[src/rtl/div_issue_ctrl_if.sv]
// rtl/div_issue_ctrl_if.sv - request, divider and response signal bundle for div_issue_ctrl
interface div_issue_ctrl_if #(
    parameter int DATA_WIDTH = 32,
    parameter int TAG_WIDTH  = 5
) ();
    logic                  req_valid;
    logic                  req_ready;
    logic [1:0]            req_op;
    logic [DATA_WIDTH-1:0] req_dividend;
    logic [DATA_WIDTH-1:0] req_divisor;
    logic [TAG_WIDTH-1:0]  req_tag;

    logic                  div_enable;
    logic                  div_sign;
    logic [DATA_WIDTH-1:0] div_dividend;
    logic [DATA_WIDTH-1:0] div_divider;
    logic                  div_rst_n;
    logic                  div_ready;
    logic [DATA_WIDTH-1:0] div_quotient;
    logic [DATA_WIDTH-1:0] div_remainder;

    logic                  resp_valid;
    logic                  resp_ready;
    logic [DATA_WIDTH-1:0] resp_data;
    logic [TAG_WIDTH-1:0]  resp_tag;
    logic                  resp_special;
    logic                  busy;

    modport slave (
        input  req_valid, req_op, req_dividend, req_divisor, req_tag,
        input  div_ready, div_quotient, div_remainder, resp_ready,
        output req_ready, div_enable, div_sign, div_dividend, div_divider, div_rst_n,
        output resp_valid, resp_data, resp_tag, resp_special, busy
    );

    modport master (
        output req_valid, req_op, req_dividend, req_divisor, req_tag,
        output div_ready, div_quotient, div_remainder, resp_ready,
        input  req_ready, div_enable, div_sign, div_dividend, div_divider, div_rst_n,
        input  resp_valid, resp_data, resp_tag, resp_special, busy
    );
endinterface

[src/rtl/div_issue_ctrl.sv]
// rtl/div_issue_ctrl.sv - single-outstanding issue controller for an external divider
// Optional feature macro DIV_SPECIAL_CASE_EN: divide-by-zero and signed overflow bypass the divider.
module div_issue_ctrl #(
    parameter int DATA_WIDTH  = 32,
    parameter int CALC_CYCLES = 4,
    parameter int TAG_WIDTH   = 5
) (
    input logic              clk,
    input logic              rst,
    div_issue_ctrl_if.slave  bus
);
    typedef enum logic [1:0] {
        S_IDLE,
        S_ISSUE,
        S_WAIT,
        S_RESP
    } state_e;

    state_e                state_q;
    logic [1:0]            op_q;
    logic [DATA_WIDTH-1:0] dividend_q;
    logic [DATA_WIDTH-1:0] divisor_q;
    logic [TAG_WIDTH-1:0]  tag_q;
    logic [DATA_WIDTH-1:0] resp_data_q;
    logic                  div_enable_q;
    logic                  resp_valid_q;
    logic                  resp_special_q;
    logic                  req_ready_q;
    logic                  busy_q;

    logic                  is_special;
    logic [DATA_WIDTH-1:0] special_data;

    // CALC_CYCLES describes the divider only; completion is always taken from div_ready.
    if (CALC_CYCLES < 1) begin : g_calc_cycles_descriptive
    end

`ifdef DIV_SPECIAL_CASE_EN
    localparam logic [DATA_WIDTH-1:0] MostNeg = {1'b1, {(DATA_WIDTH-1){1'b0}}};

    logic div_by_zero;
    logic sgn_overflow;

    always_comb begin
        div_by_zero  = (bus.req_divisor == '0);
        sgn_overflow = !bus.req_op[0] && (bus.req_dividend == MostNeg) && (bus.req_divisor == '1);
        is_special   = div_by_zero || sgn_overflow;
        if (div_by_zero) begin
            special_data = bus.req_op[1] ? bus.req_dividend : '1;
        end else begin
            special_data = bus.req_op[1] ? '0 : bus.req_dividend;
        end
    end
`else
    assign is_special   = 1'b0;
    assign special_data = '0;
`endif

    always_ff @(posedge clk) begin
        if (rst) begin
            state_q        <= S_IDLE;
            op_q           <= '0;
            dividend_q     <= '0;
            divisor_q      <= '0;
            tag_q          <= '0;
            resp_data_q    <= '0;
            div_enable_q   <= 1'b0;
            resp_valid_q   <= 1'b0;
            resp_special_q <= 1'b0;
            req_ready_q    <= 1'b1;
            busy_q         <= 1'b0;
        end else begin
            case (state_q)
                S_IDLE: begin
                    if (bus.req_valid) begin
                        op_q           <= bus.req_op;
                        dividend_q     <= bus.req_dividend;
                        divisor_q      <= bus.req_divisor;
                        tag_q          <= bus.req_tag;
                        req_ready_q    <= 1'b0;
                        busy_q         <= 1'b1;
                        resp_special_q <= is_special;
                        if (is_special) begin
                            resp_data_q  <= special_data;
                            resp_valid_q <= 1'b1;
                            state_q      <= S_RESP;
                        end else begin
                            div_enable_q <= 1'b1;
                            state_q      <= S_ISSUE;
                        end
                    end
                end
                S_ISSUE: begin
                    div_enable_q <= 1'b0;
                    state_q      <= S_WAIT;
                end
                S_WAIT: begin
                    if (bus.div_ready) begin
                        resp_data_q  <= op_q[1] ? bus.div_remainder : bus.div_quotient;
                        resp_valid_q <= 1'b1;
                        state_q      <= S_RESP;
                    end
                end
                S_RESP: begin
                    // req_ready rises only after the handshake edge, so no same-cycle re-accept.
                    if (bus.resp_ready) begin
                        resp_valid_q <= 1'b0;
                        req_ready_q  <= 1'b1;
                        busy_q       <= 1'b0;
                        state_q      <= S_IDLE;
                    end
                end
                default: state_q <= S_IDLE;
            endcase
        end
    end

    assign bus.req_ready    = req_ready_q;
    assign bus.div_enable   = div_enable_q;
    assign bus.div_sign     = !op_q[0];
    assign bus.div_dividend = dividend_q;
    assign bus.div_divider  = divisor_q;
    assign bus.div_rst_n    = !rst;
    assign bus.resp_valid   = resp_valid_q;
    assign bus.resp_data    = resp_data_q;
    assign bus.resp_tag     = tag_q;
    assign bus.resp_special = resp_special_q;
    assign bus.busy         = busy_q;
endmodule

[src/flat_wrapper.sv]
// flat-port wrapper written by rule: the top's interface ports become plain ports
module div_issue_ctrl_flat 
#(
    parameter int DATA_WIDTH  = 32,
    parameter int CALC_CYCLES = 4,
    parameter int TAG_WIDTH   = 5
)
  (clk, rst, bus_req_valid, bus_req_op, bus_req_dividend, bus_req_divisor, bus_req_tag, bus_div_ready, bus_div_quotient, bus_div_remainder, bus_resp_ready, bus_req_ready, bus_div_enable, bus_div_sign, bus_div_dividend, bus_div_divider, bus_div_rst_n, bus_resp_valid, bus_resp_data, bus_resp_tag, bus_resp_special, bus_busy);
  div_issue_ctrl_if #(.DATA_WIDTH(DATA_WIDTH), .TAG_WIDTH(TAG_WIDTH)) bus_i ();
  input logic clk;
  input logic rst;
  input wire logic [$bits(bus_i.req_valid)-1:0] bus_req_valid;
  input wire logic [$bits(bus_i.req_op)-1:0] bus_req_op;
  input wire logic [$bits(bus_i.req_dividend)-1:0] bus_req_dividend;
  input wire logic [$bits(bus_i.req_divisor)-1:0] bus_req_divisor;
  input wire logic [$bits(bus_i.req_tag)-1:0] bus_req_tag;
  input wire logic [$bits(bus_i.div_ready)-1:0] bus_div_ready;
  input wire logic [$bits(bus_i.div_quotient)-1:0] bus_div_quotient;
  input wire logic [$bits(bus_i.div_remainder)-1:0] bus_div_remainder;
  input wire logic [$bits(bus_i.resp_ready)-1:0] bus_resp_ready;
  output wire logic [$bits(bus_i.req_ready)-1:0] bus_req_ready;
  output wire logic [$bits(bus_i.div_enable)-1:0] bus_div_enable;
  output wire logic [$bits(bus_i.div_sign)-1:0] bus_div_sign;
  output wire logic [$bits(bus_i.div_dividend)-1:0] bus_div_dividend;
  output wire logic [$bits(bus_i.div_divider)-1:0] bus_div_divider;
  output wire logic [$bits(bus_i.div_rst_n)-1:0] bus_div_rst_n;
  output wire logic [$bits(bus_i.resp_valid)-1:0] bus_resp_valid;
  output wire logic [$bits(bus_i.resp_data)-1:0] bus_resp_data;
  output wire logic [$bits(bus_i.resp_tag)-1:0] bus_resp_tag;
  output wire logic [$bits(bus_i.resp_special)-1:0] bus_resp_special;
  output wire logic [$bits(bus_i.busy)-1:0] bus_busy;
  assign bus_i.req_valid = bus_req_valid;
  assign bus_i.req_op = bus_req_op;
  assign bus_i.req_dividend = bus_req_dividend;
  assign bus_i.req_divisor = bus_req_divisor;
  assign bus_i.req_tag = bus_req_tag;
  assign bus_i.div_ready = bus_div_ready;
  assign bus_i.div_quotient = bus_div_quotient;
  assign bus_i.div_remainder = bus_div_remainder;
  assign bus_i.resp_ready = bus_resp_ready;
  assign bus_req_ready = bus_i.req_ready;
  assign bus_div_enable = bus_i.div_enable;
  assign bus_div_sign = bus_i.div_sign;
  assign bus_div_dividend = bus_i.div_dividend;
  assign bus_div_divider = bus_i.div_divider;
  assign bus_div_rst_n = bus_i.div_rst_n;
  assign bus_resp_valid = bus_i.resp_valid;
  assign bus_resp_data = bus_i.resp_data;
  assign bus_resp_tag = bus_i.resp_tag;
  assign bus_resp_special = bus_i.resp_special;
  assign bus_busy = bus_i.busy;
  div_issue_ctrl #(.DATA_WIDTH(DATA_WIDTH), .CALC_CYCLES(CALC_CYCLES), .TAG_WIDTH(TAG_WIDTH)) u_core (.clk(clk), .rst(rst), .bus(bus_i));
endmodule
[config.mk]
export PLATFORM = sky130hd
export DESIGN_NAME = div_issue_ctrl_flat
export DESIGN_NICKNAME = d
export VERILOG_FILES = /design/src/rtl/div_issue_ctrl_if.sv /design/src/rtl/div_issue_ctrl.sv /design/src/flat_wrapper.sv
export SDC_FILE = /design/constraint.sdc
export NUM_CORES = 1
export LEC_CHECK = 0
export CAP_MARGIN = 20
export CORE_MARGIN = 10
export CORE_UTILIZATION = 39
export CTS_CLUSTER_DIAMETER = 100
export DETAILED_ROUTE_END_ITERATION = 6
export MAX_ROUTING_LAYER = met4
export PLACE_DENSITY = 0.81
export SYNTH_ARGS = -nofsm -noshare
export SYNTH_HDL_FRONTEND = slang
export SYNTH_SLANG_ARGS = --single-unit
[constraint.sdc]
create_clock -name clk -period 1.95 [get_ports clk]
set_input_delay 0.39 -clock clk [delete_from_list [all_inputs] [get_ports clk]]
set_output_delay 0.39 -clock clk [all_outputs]
set_load 0.01 [all_outputs]
Word level (Yosys, flattened, before mapping)
Index checks and enable logic that the tools add are counted.
{ "classes": {"addsub": 0, "multipliers": 0, "n_div": 0, "magnitude_cmp": 0, "n_eq_ne": 6, "shift": 0, "muxes": 14, "bitwise_logic": 0, "n_reduce_logical": 12} }
{ "ops": {"columns": ["op", "count"], "rows": [
  ["32-bit two-way mux", 1],
  ["3-bit AND reduction", 3],
  ["1-bit case mux with 2 select lines", 4],
  ["2-bit case mux with 4 select lines", 1],
  ["2-bit two-way mux", 3],
  ["2-bit inequality test (second input constant)", 3],
  ["2-bit AND reduction", 3],
  ["2-bit nonzero test", 3],
  ["1-bit two-way mux", 5],
  ["2-bit == test (second input constant)", 2],
  ["2-bit by 1-bit == test with 1-bit output (second input constant)", 1],
  ["1-bit zero test", 2],
  ["2-bit zero test", 1]
]} }
{ "totals": {"regBits": 109, "latch_bits": 0, "ramBits": 0, "rom_bits": 0, "output_inout_bits": 108, "elab_cells": 42, "mem_count": 0} }

Depth between registers and ports, before layout
Gate-level depths: netlist of run 1.
{ "depth": {"depth_word": 3, "depth_mapped": 7, "mapped_depth_nobuf": 5} }

Worst setup path before layout of run 1
Ideal clock, no wire load.
{ "synth_timing": {"path_kind": "reg2reg", "start": "register u_core.state_q[0]", "end": "register u_core.state_q[0]", "arrival_time_ns": 1.332, "setup_slack_ns": 0.502, "path_stages_with_launch": 5, "path_buffers": 0, "synth_period_minus_slack_ns": 1.448, "cell_sequence": "dfxtp_1 inv_1 ha_1 or4_1 o211a_1"} }
{ "synth_between": {"elab_chain_len": 3, "word_cells_on_any_way": 9, "classes_between": "6 x eq/ne; 1 x mux; 2 x reduce/logical"} }
{ "synth_lines": {"columns": ["item", "line_no", "rtl"], "rows": [
  ["start, declared", "div_issue_ctrl.sv:19", "state_e state_q;"],
  ["start signal, assigned", "div_issue_ctrl.sv:61", "state_q <= S_IDLE;"],
  ["start signal, assigned", "div_issue_ctrl.sv:86", "state_q <= S_RESP;"],
  ["start signal, assigned", "div_issue_ctrl.sv:89", "state_q <= S_ISSUE;"],
  ["2-bit == test / 2-bit zero test (equally long branches)", "div_issue_ctrl.sv:73", "case (state_q)"],
  ["2-bit inequality test (no source line)", null, null],
  ["3-bit AND reduction (no source line)", null, null]
]} }
Parallel ways exist; a longest one is shown, timed or not.
A chain may end at the register's enable or synchronous reset.

Worst setup path after layout of run 1
{ "layout_timing": {"start": "register u_core.state_q[0]", "end": "register u_core.busy_q (netlist: u_core.bus.busy)"} }
{ "layout_between": {"elab_chain_len": 3, "word_cells_on_any_way": 7, "classes_between": "3 x eq/ne; 1 x mux; 3 x reduce/logical"} }
{ "layout_lines": {"columns": ["item", "line_no", "rtl"], "rows": [
  ["2-bit == test / 2-bit zero test (equally long branches)", "div_issue_ctrl.sv:73", null],
  ["2-bit inequality test (no source line) / 2-bit nonzero test (equally long branches)", null, null],
  ["3-bit AND reduction (no source line)", null, null],
  ["end signal, assigned", "div_issue_ctrl.sv:71", "busy_q <= 1'b0;"],
  ["end signal, assigned", "div_issue_ctrl.sv:81", "busy_q <= 1'b1;"],
  ["end signal, assigned", "div_issue_ctrl.sv:109", "busy_q <= 1'b0;"],
  ["end, declared", "div_issue_ctrl.sv:29", "logic busy_q;"]
]} }
Parallel ways exist; a longest one is shown, timed or not.

==> results of run 1 <==
## power by group
part	internal (uW)	switching, uW
clock	1190	769
combinational	1600	1540
sequential	2690	247
total	5480	2560
## state kept, by name, summed over array words and instances (netlist names)
name and cells:
u_core.bus.resp_data 32, u_core.bus.div_divider 32, u_core.bus.div_enable 1, u_core.bus.resp_tag 5, u_core.op_q 2, u_core.state_q 2
u_core.bus.resp_valid 1, u_core.bus.req_ready 1, u_core.bus.busy 1, u_core.bus.div_dividend 32
## critical path, cell delays in order (launching register included)
cell and delay [ns]:
dfxtp_1 0.42, inv_1 0.11, ha_1 0.29, and2b_4 0.21
o311ai_0 0.34, o41ai_1 0.15
## path summary, 6_finish.rpt
check,startpoint,end
setup / recovery,u_core.state_q[0],u_core.bus.busy
setup reg to reg,u_core.state_q[0],u_core.bus.busy
hold reg to reg,u_core.bus.resp_tag[4],u_core.bus.resp_tag[4]
hold / removal,rst,u_core.bus.resp_valid
## layer usage
| layer | GRT usage | vias up | routed length [um] |
|---|---|---|---|
| met3 | 0.0600 | 12 | 1200 |
| met1 | 0.186 | 1890 | 5890 |
| met2 | 0.301 | 149 | 7490 |
| met4 | 0.0563 | 0 | 172 |
| met5 | - | - | 0 |
| li1 | - | 2089 | - |
## stage by stage
step | std cells | instance area (sq um) | setup WS, ns | hold WS, ns
final | 866 | 7240 | 0.288 | 0.392
after global routing | 866 | 7240 | 0.191 | 0.398
after CTS | 866 | 7240 | 0.256 | 0.375
after detailed placement | 850 | 6920 | 0.117 | 0.447
after global placement | 850 | 6920 | 0.214 | 0.442
after floorplan | 495 | 4440 | 0.502 | 0.436
## area by class of cell
class,count,area share
multi-input combinational,342,0.272
clock buffer,12,0.0354
tap,140,0.0242
clock inverter,4,0.00967
inverter,5,0.00259
timing repair buffer,254,0.355
sequential,109,0.301
## logic make-up after synthesis
family / count (synthesis)
compound gates: 112
mux: 33
flops: 109
other cells: 1
simple gates: 190
fa+ha+maj: 6
buf+inv: 44
## synth_stat cells, drive strengths merged (2+ instances only)
master	count
nand2	146
dfxtp	109
a21oi	73
nor2	35
mux2i	33
a211oi	32
buf	32
clkbuf	7
ha	6
inv	5
and2	2
nor2b	2
## cells in the final DEF (no fill, tap or decap), types with 2 or more instances in the layout
cell type | netlist | routed
clkbuf_8 | 0 | 2
clkdlybuf4s50_1 | 0 | 245
and2_2 | 0 | 2
dfxtp_1 | 109 | 108
ha_1 | 6 | 6
clkinv_2 | 0 | 2
buf_12 | 0 | 4
mux2i_1 | 33 | 33
a211oi_2 | 28 | 28
a211oi_1 | 4 | 4
inv_1 | 5 | 5
nand2_1 | 146 | 145
nor2_1 | 35 | 35
bufinv_16 | 0 | 2
a21oi_1 | 73 | 73
buf_4 | 9 | 5
clkbuf_16 | 0 | 9
==> metrics, run 1 <==
PortBufs=roughly 250; FILL cells=around 940; post-synthesis simple-gate area fraction=0.169; Wirelength per Cell=about 17 um; setup TNS=0 ns; Ys Warns=0; Yosys cell types=29; cell area after synthesis=4440 sq um; asr flop ratio synth=0; IO Pins=around 250; die span in y=127 um; final core area utilization=0.660; critical path required time=~2.1 ns; clock skew=about 0.0069 ns; RSZ-0062 raised after global routing=no; Hold Vio Cnt, Final=0; Max Slew Vio Count=0; global-route wire length before repair=22300 um; Reg2Reg Depth=5; synth top area cells=dfxtp_1 (49%), nand2_1 (12%), a21oi_1 (8.2%), a211oi_2 (7.9%), mux2i_1 (7.4%); vias in the first global route=between 4000 and 5000; drt initial violations=282; DR vias=4140; Hold Path Cell Cnt=3; cell area power density=1110 nW/um^2; main combinational cell family by area after synthesis=compound AO/OA/AOI/OAI gates; register area share after synthesis=0.491; Adder-Cell Fraction of Synth Area=0.0169; mux share of post-synthesis cell area=0.0743; Power, Total=around 8000 uW; grt total ovfl=0; critical path launch point type=flop; Starting Density=0.405; area leader, netlist=dfxtp_1; CTS tree=done; kind of critical path=flop to flop; clk slew on worst S/H paths=0.07 ns; leakage=0.00258 uW; largest net degree at the start of global routing=65; ys flop type=dfxtp_1; HP Class=input pin to flop; Ant. Diodes=0; Final nets=867; CTS Root Cell=clkbuf_16; Max-cap violations=0; Cell Rows=38; Synth Area in Compound Gates=0.181; number of flops mapped to enable cells by yosys=0; share of the clock period used by the worst path=0.852; area delta synth->final=63.0%; Die W=127 um; Pre-Repair DR Iteration Count=4; dpl hpwl=11600 um; Max IR drop VDD=738 uV; fmax=roughly 0.60 GHz; share of layout cells above drive strength 1=0.0813; Post-Syn Area per Cell=8.98 sq um; Hold Buf Count CTS=0; Worst Max-Slew Pin Slew=roughly 0.67 ns; initial antenna violation count=0; final setup vio count=0; area of the multi-input gates=1970 sq um; Post-CTS Resized=0; Final GP Congestion=0.814; Worst Setup End Kind=flop; ANT nets after route=0; status=finished, final reports clean; final WL=14800 um; Global Route Usage Sum=0.176; R2R Setup Slk=0.29 ns; number of synthesized register bits=between 100 and 150; setup bufs post-CTS=0; Arrival @ worst endpoint=1.85 ns; drt via density=4.78; Sinks on Clock Net=109; cell count after synthesis=approximately 500; cts bufs inserted=9; H-tree levels=3; Synth Area in XOR/XNOR=0; clk buf depth=2; Die ar.=16100 sq um; relative max-transition margin=0.550; Clock Latency Late Sink=0.34 ns; CP max FO=6; Core Region=roughly 11000 sq um; DRC viols=0; Mapped Nets=641; Reg area=2180 sq um; clock period minus worst slack=1.66 ns; share of the synthesized area in the top cell type=0.491
Note: power is estimated with default switching activity, not from simulation.
==> inputs of run 2 (changes only) <==
--- a/config.mk
+++ b/config.mk
@@ -6,9 +6,11 @@
 export NUM_CORES = 1
 export LEC_CHECK = 0
 export CAP_MARGIN = 20
+export CORE_ASPECT_RATIO = 2
 export CORE_MARGIN = 10
 export CORE_UTILIZATION = 39
 export CTS_CLUSTER_DIAMETER = 100
+export CTS_CLUSTER_SIZE = 40
 export DETAILED_ROUTE_END_ITERATION = 6
 export MAX_ROUTING_LAYER = met4
 export PLACE_DENSITY = 0.81
==> run 2 against run 1 <==
Sequential power about the same. Sequential share of layout area about the same. Register-to-register slack improved by 0.02 ns. Cell area about the same. Critical path depth decreased by 4. Total power decreased by 1.3%. Global-route usage increased by 0.76 points. Non-clock buffer count decreased by 1. Critical path type is now flop to output pin. Largest power group unchanged. Highest routed layer unchanged.
==> metrics, run 2 (synthesized netlist as in run 1, its figures left out) <==
status=finished, final reports clean; Hold Buf Count CTS=0 (unchanged); Max IR drop VDD=675 uV (-8.5%); FILL cells=922 (-2.3%); critical path launch point type=flop; final core area utilization=0.646 (-0.0141); clk buf depth=2 (unchanged); cell area power density=1100 nW/um^2 (-1.3%); Ant. Diodes=0 (unchanged); dpl hpwl=11500 um (-0.41%); die span in y=171 um (+35%); Worst Setup End Kind=output pin; Post-DP Area=6930 sq um (+0.11%); clock skew=0.00781 ns (+0.000917 ns); share of layout cells above drive strength 1=0.0814 (+0.000112); H-tree levels=3 (unchanged); DRC viols=0 (unchanged); critical path required time=1.56 ns (-0.58 ns); Pre-Repair DR Iteration Count=4 (unchanged); area of the multi-input gates=1970 sq um (unchanged); Reg area=2180 sq um (unchanged); CP max FO=2 (-4); Inst Count DP=851 (+0.12%); fmax=0.599 GHz (-0.44%); RSZ-0062 raised after global routing=no; drt via density=4.83 (+0.99%); Global Route Usage Sum=0.183 (+0.00759); initial antenna violation count=0 (unchanged); Hold Vio Cnt, Final=0 (unchanged); kind of critical path=flop to output pin; CTS tree=done; clock period minus worst slack=1.67 ns (+0.00743 ns); ANT nets after route=0 (unchanged); grt total ovfl=0 (unchanged); PortBufs=246 (unchanged); CP Buf/Inv Count=1 (unchanged); CP max stage delay=0.58 ns (+0.16 ns); Cell Rows=55 (+45%); Clock Latency Late Sink=0.34 ns (about the same); final setup vio count=0 (unchanged); Arrival @ worst endpoint=1.28 ns (-0.57 ns); commonest non-fill, non-tap cell in the layout=clkdlybuf4s50_1; CTS Root Cell=clkbuf_16; Final nets=866 (-0.12%); setup TNS=0 ns (unchanged); HP Class=flop to flop; largest delay contributor family on the critical path=buffers and inverters; Core Region=11200 sq um (+2.1%); Final GP Congestion=0.815 (+0.12%); Critical Path Slowest Stage Cell=clkdlybuf4s50_1; CP Cell Sequence=clkdlybuf4s50_1; relative max-transition margin=0.653 (+0.103); Worst Max-Slew Pin Slew=0.520 ns (-0.155 ns); setup bufs post-CTS=0 (unchanged); share of the clock period used by the worst path=0.856 (+0.00381); Post-CTS Resized=0 (unchanged); IO Pins=248 (unchanged); vias in the first global route=4384 (+2.5%); Wirelength per Cell=17.0 um (about the same); leakage=0.00257 uW (-0.54%); Sinks on Clock Net=109 (unchanged); design area=7240 sq um (about the same); Die W=95.5 um (-25%); drt initial violations=167 (-41%); Starting Density=0.396 (-0.00844); largest net degree at the start of global routing=107 (+65%); global-route wire length before repair=22900 um (+2.9%); area delta synth->final=62.9% (about the same); DR vias=4186 (+1.1%); cts bufs inserted=9 (unchanged); clk slew on worst S/H paths=0.08 ns (about the same); final WL=14800 um (+0.19%); Non-Filler Instances=867 (+0.12%); Max Slew Vio Count=0 (unchanged); commonest cells after routing, fill and taps aside=clkdlybuf4s50_1 (245), nand2_1 (145), dfxtp_1 (108); Hold WS=0.456 ns (+0.0635 ns); Max-cap violations=0 (unchanged); Die ar.=16300 sq um (+1.6%)
-- run 2: area by class of cell --
cell class | instances | share of cell area
inverters | 5 | 0.00259
well taps | 142 | 0.0245
flip-flops and latches | 109 | 0.302
repair buffers | 253 | 0.356
clock inverters | 6 | 0.0105
multi-input cells | 342 | 0.272
clock buffers | 10 | 0.0330
-- run 2: where the power goes --
group          internal (uW)  total, uW  leakage [uW]  switching, uW
clock                   1050       1900      0.000149            845
sequential              2680       2930      0.000892            243
combinational           1570       3100       0.00153           1530
total                   5310       7930       0.00257           2620
-- run 2: path summary, 6_finish.rpt --
kind / endpoint / start / slack (ns) / cells after the start
setup / recovery: bus_div_enable / u_core.bus.div_enable / 0.28 / 1
setup reg to reg: u_core.bus.busy / u_core.state_q[0] / 0.31 / 5
hold reg to reg: u_core.bus.div_divider[28] / u_core.bus.div_divider[28] / 0.46 / 2
hold / removal: u_core.bus.div_divider[28] / u_core.bus.div_divider[28] / 0.46 / 2
-- run 2: metrics by stage --
step           setup slack, ns  power, uW
2_1_floorplan            0.502       4690
3_3_place_gp             0.197       6020
3_5_place_dp             0.144       6140
4_1_cts                  0.242       8060
5_1_grt                  0.171       8450
6_report                 0.280       7930
-- run 2: routing by layer --
layer,part of all wire,GRT usage
met1,0.36,0.179
met2,0.52,0.311
met3,0.071,0.0632
met4,0.050,0.0922
met5,0,-
==> edit: new RTL, config.mk and constraints of run 1 <==
`TAG_WIDTH` is set to 5 in 3 places; all go to 10.
--- a/src/rtl/div_issue_ctrl_if.sv
+++ b/src/rtl/div_issue_ctrl_if.sv
@@ -1,7 +1,7 @@
 // rtl/div_issue_ctrl_if.sv - request, divider and response signal bundle for div_issue_ctrl
 interface div_issue_ctrl_if #(
     parameter int DATA_WIDTH = 32,
-    parameter int TAG_WIDTH  = 5
+    parameter int TAG_WIDTH  = 10
 ) ();
     logic                  req_valid;
     logic                  req_ready;
--- a/src/rtl/div_issue_ctrl.sv
+++ b/src/rtl/div_issue_ctrl.sv
@@ -3,7 +3,7 @@
 module div_issue_ctrl #(
     parameter int DATA_WIDTH  = 32,
     parameter int CALC_CYCLES = 4,
-    parameter int TAG_WIDTH   = 5
+    parameter int TAG_WIDTH   = 10
 ) (
     input logic              clk,
     input logic              rst,
--- a/src/flat_wrapper.sv
+++ b/src/flat_wrapper.sv
@@ -3,7 +3,7 @@
 #(
     parameter int DATA_WIDTH  = 32,
     parameter int CALC_CYCLES = 4,
-    parameter int TAG_WIDTH   = 5
+    parameter int TAG_WIDTH   = 10
 )
   (clk, rst, bus_req_valid, bus_req_op, bus_req_dividend, bus_req_divisor, bus_req_tag, bus_div_ready, bus_div_quotient, bus_div_remainder, bus_resp_ready, bus_req_ready, bus_div_enable, bus_div_sign, bus_div_dividend, bus_div_divider, bus_div_rst_n, bus_resp_valid, bus_resp_data, bus_resp_tag, bus_resp_special, bus_busy);
   div_issue_ctrl_if #(.DATA_WIDTH(DATA_WIDTH), .TAG_WIDTH(TAG_WIDTH)) bus_i ();
Ports: changed (resized bus_req_tag and bus_resp_tag); port bits go from 248 to 258. The function was not compared with the original's and may differ.
==> edit against run 1 <==
Die area decreased by 0.33%. Synthesized area decreased by 0.39%. Critical path type is now reg -> out. Routed wire length up 3.4%. Final area increased by 5.9%. Total power is 16% higher. Clock power grew 60%. Hold slack worse by 0.068 ns. Largest cell class unchanged. Worst setup slack got worse by 0.075 ns. Sequential cell count increased by 5.
==> edit: results (changes against run 1) <==
Parameter                              Value

Yosys
  Xor-xnor portion of the synthesized cell area    0% (unchanged)
  Number of distinct library cells after synthesis    28 (-3.4%)
  Post-synthesis mux area share    7.46% (+0.029 points)
  Complex-gate fraction of the synthesized area    15.5% (-2.5 points)
  Number of warning messages in the yosys log    0 (unchanged)
  Adder-cell area share of the yosys netlist    1.70% (+0.0067 points)
  Async set-or-reset flop fraction in the synthesized netlist    0% (unchanged)
  Sequential area share after synthesis    51.6% (+2.5 points)
  Net count after synthesis    668 (+4.2%)
  Largest cells by area after synthesis    dfxtp_1, nand2_1, a21oi_1
  Most frequent cells after synthesis    nand2_1, dfxtp_1, a21oi_1
  Mapped Avg Cell Area    8.56 µm² (-4.6%)

Power
  Internal power    6.51 mW (+19%)
  NetSw    2.81 mW (+9.8%)
  Reported clock group power    3.14 mW (+60%)
  Worst vdd ir    650 µV (-12%)
  Logic pwr share    33.4% (-5.7 points)
  Static power due to leakage    2.80 nW (+8.3%)

Detailed routing
  Router iterations before antenna repair    5 (+1)
  Vias per cell    4.89 (+2.4%)
  Final wirelength    15.2 mm (+3.4%)
  Starting DRC count in detailed routing    250 (-11%)
  Final routed wire length divided by cell count    16.7 µm (-1.8%)

Final layout
  Total number of nets in the final design    911 (+5.1%)
  Sequential standard cell area    2280 µm² (+4.6%)
  Fraction of layout cells with a size suffix above 1    5.70% (-2.4 points)
  Fillcell total    841 (-11%)

GRT
  GRT Total Usage    18.6% (+1.0 points)
  Number of global-route vias before repair    4487 (+4.9%)
  Wire length of the first global-routing pass    23.4 mm (+5.0%)
  Pin count of the biggest net entering global routing    112 (+72%)

Timing
  Worst Clk Skew    0.0107 ns (+0.00385 ns)
  Rel. slew slack    63.6% (+8.6 points)

Critical path
  Crit path arrival time    1.35 ns (-0.50 ns)
  CP max stage cell    clkdlybuf4s50_1
  Critical Path Source    u_core.bus.busy
  Largest stage delay, worst path    0.62 ns (+0.20 ns)
  Critical register-to-register path startpoint    u_core.state_q[0]
  Largest driver fanout on the critical path    2 (-4)
  Kind of cell with the highest combined delay on the critical path    buffers and inverters

Place
  Input/output buffers    256 (+4.1%)
  Number of cells after detailed placement    880 (+3.5%)
  Post-DP HPWL    11.6 mm (-0.14%)
  Placer's final routability congestion estimate    0.841 (+3.3%)
  Cell area after placement    7040 µm² (+1.7%)
  Setup Slack @ Placement    0.204 ns (+0.0865 ns)

CTS
  Gates resized, CTS repair    0 (unchanged)
  Number of buffers inserted to repair setup after CTS    0 (unchanged)
  H-tree lvl count    4 (+1)
  Clock transition at the register clock pins on the worst setup and hold paths after CTS    0.06 ns
  Number of buffers created by CTS    17 (+8)
  Clk root buf    clkbuf_16
  Insertion delay to the later sink of the worst-skew pair    0.40 ns (+0.06 ns)
  Buffer levels on the longest clock path    2 (unchanged)

Min path
  Hold Path Origin    rst

Status
  Outcome    finished clean
## edit: area by class of cell
| class | count | share of cell area [%] |
|---|---|---|
| inverters | 5 | 0.245 |
| clock buffers | 21 | 6.13 |
| well taps | 140 | 2.28 |
| repair buffers | 265 | 35.3 |
| flip-flops and latches | 114 | 29.8 |
| multi-input cells | 357 | 24.5 |
| clock inverters | 10 | 1.73 |
## edit: routing by layer
metal	part of all wire, %	vias to the layer above	global-route usage (%)
met1	40	2035	19.9
met3	9.0	29	7.37
met5	0	-	-
met2	49	195	30.3
met4	1.9	0	7.23
li1	-	2204	-
## edit: path summary, 6_finish.rpt
| check | end | slack, ns | cells after the start |
|---|---|---|---|
| max | bus_busy | 0.21 | 1 |
| min | u_core.bus.resp_valid | 0.32 | 3 |
| max reg2reg | u_core.state_q[1] | 0.33 | 5 |
| min reg2reg | u_core.bus.div_dividend[20] | 0.45 | 2 |
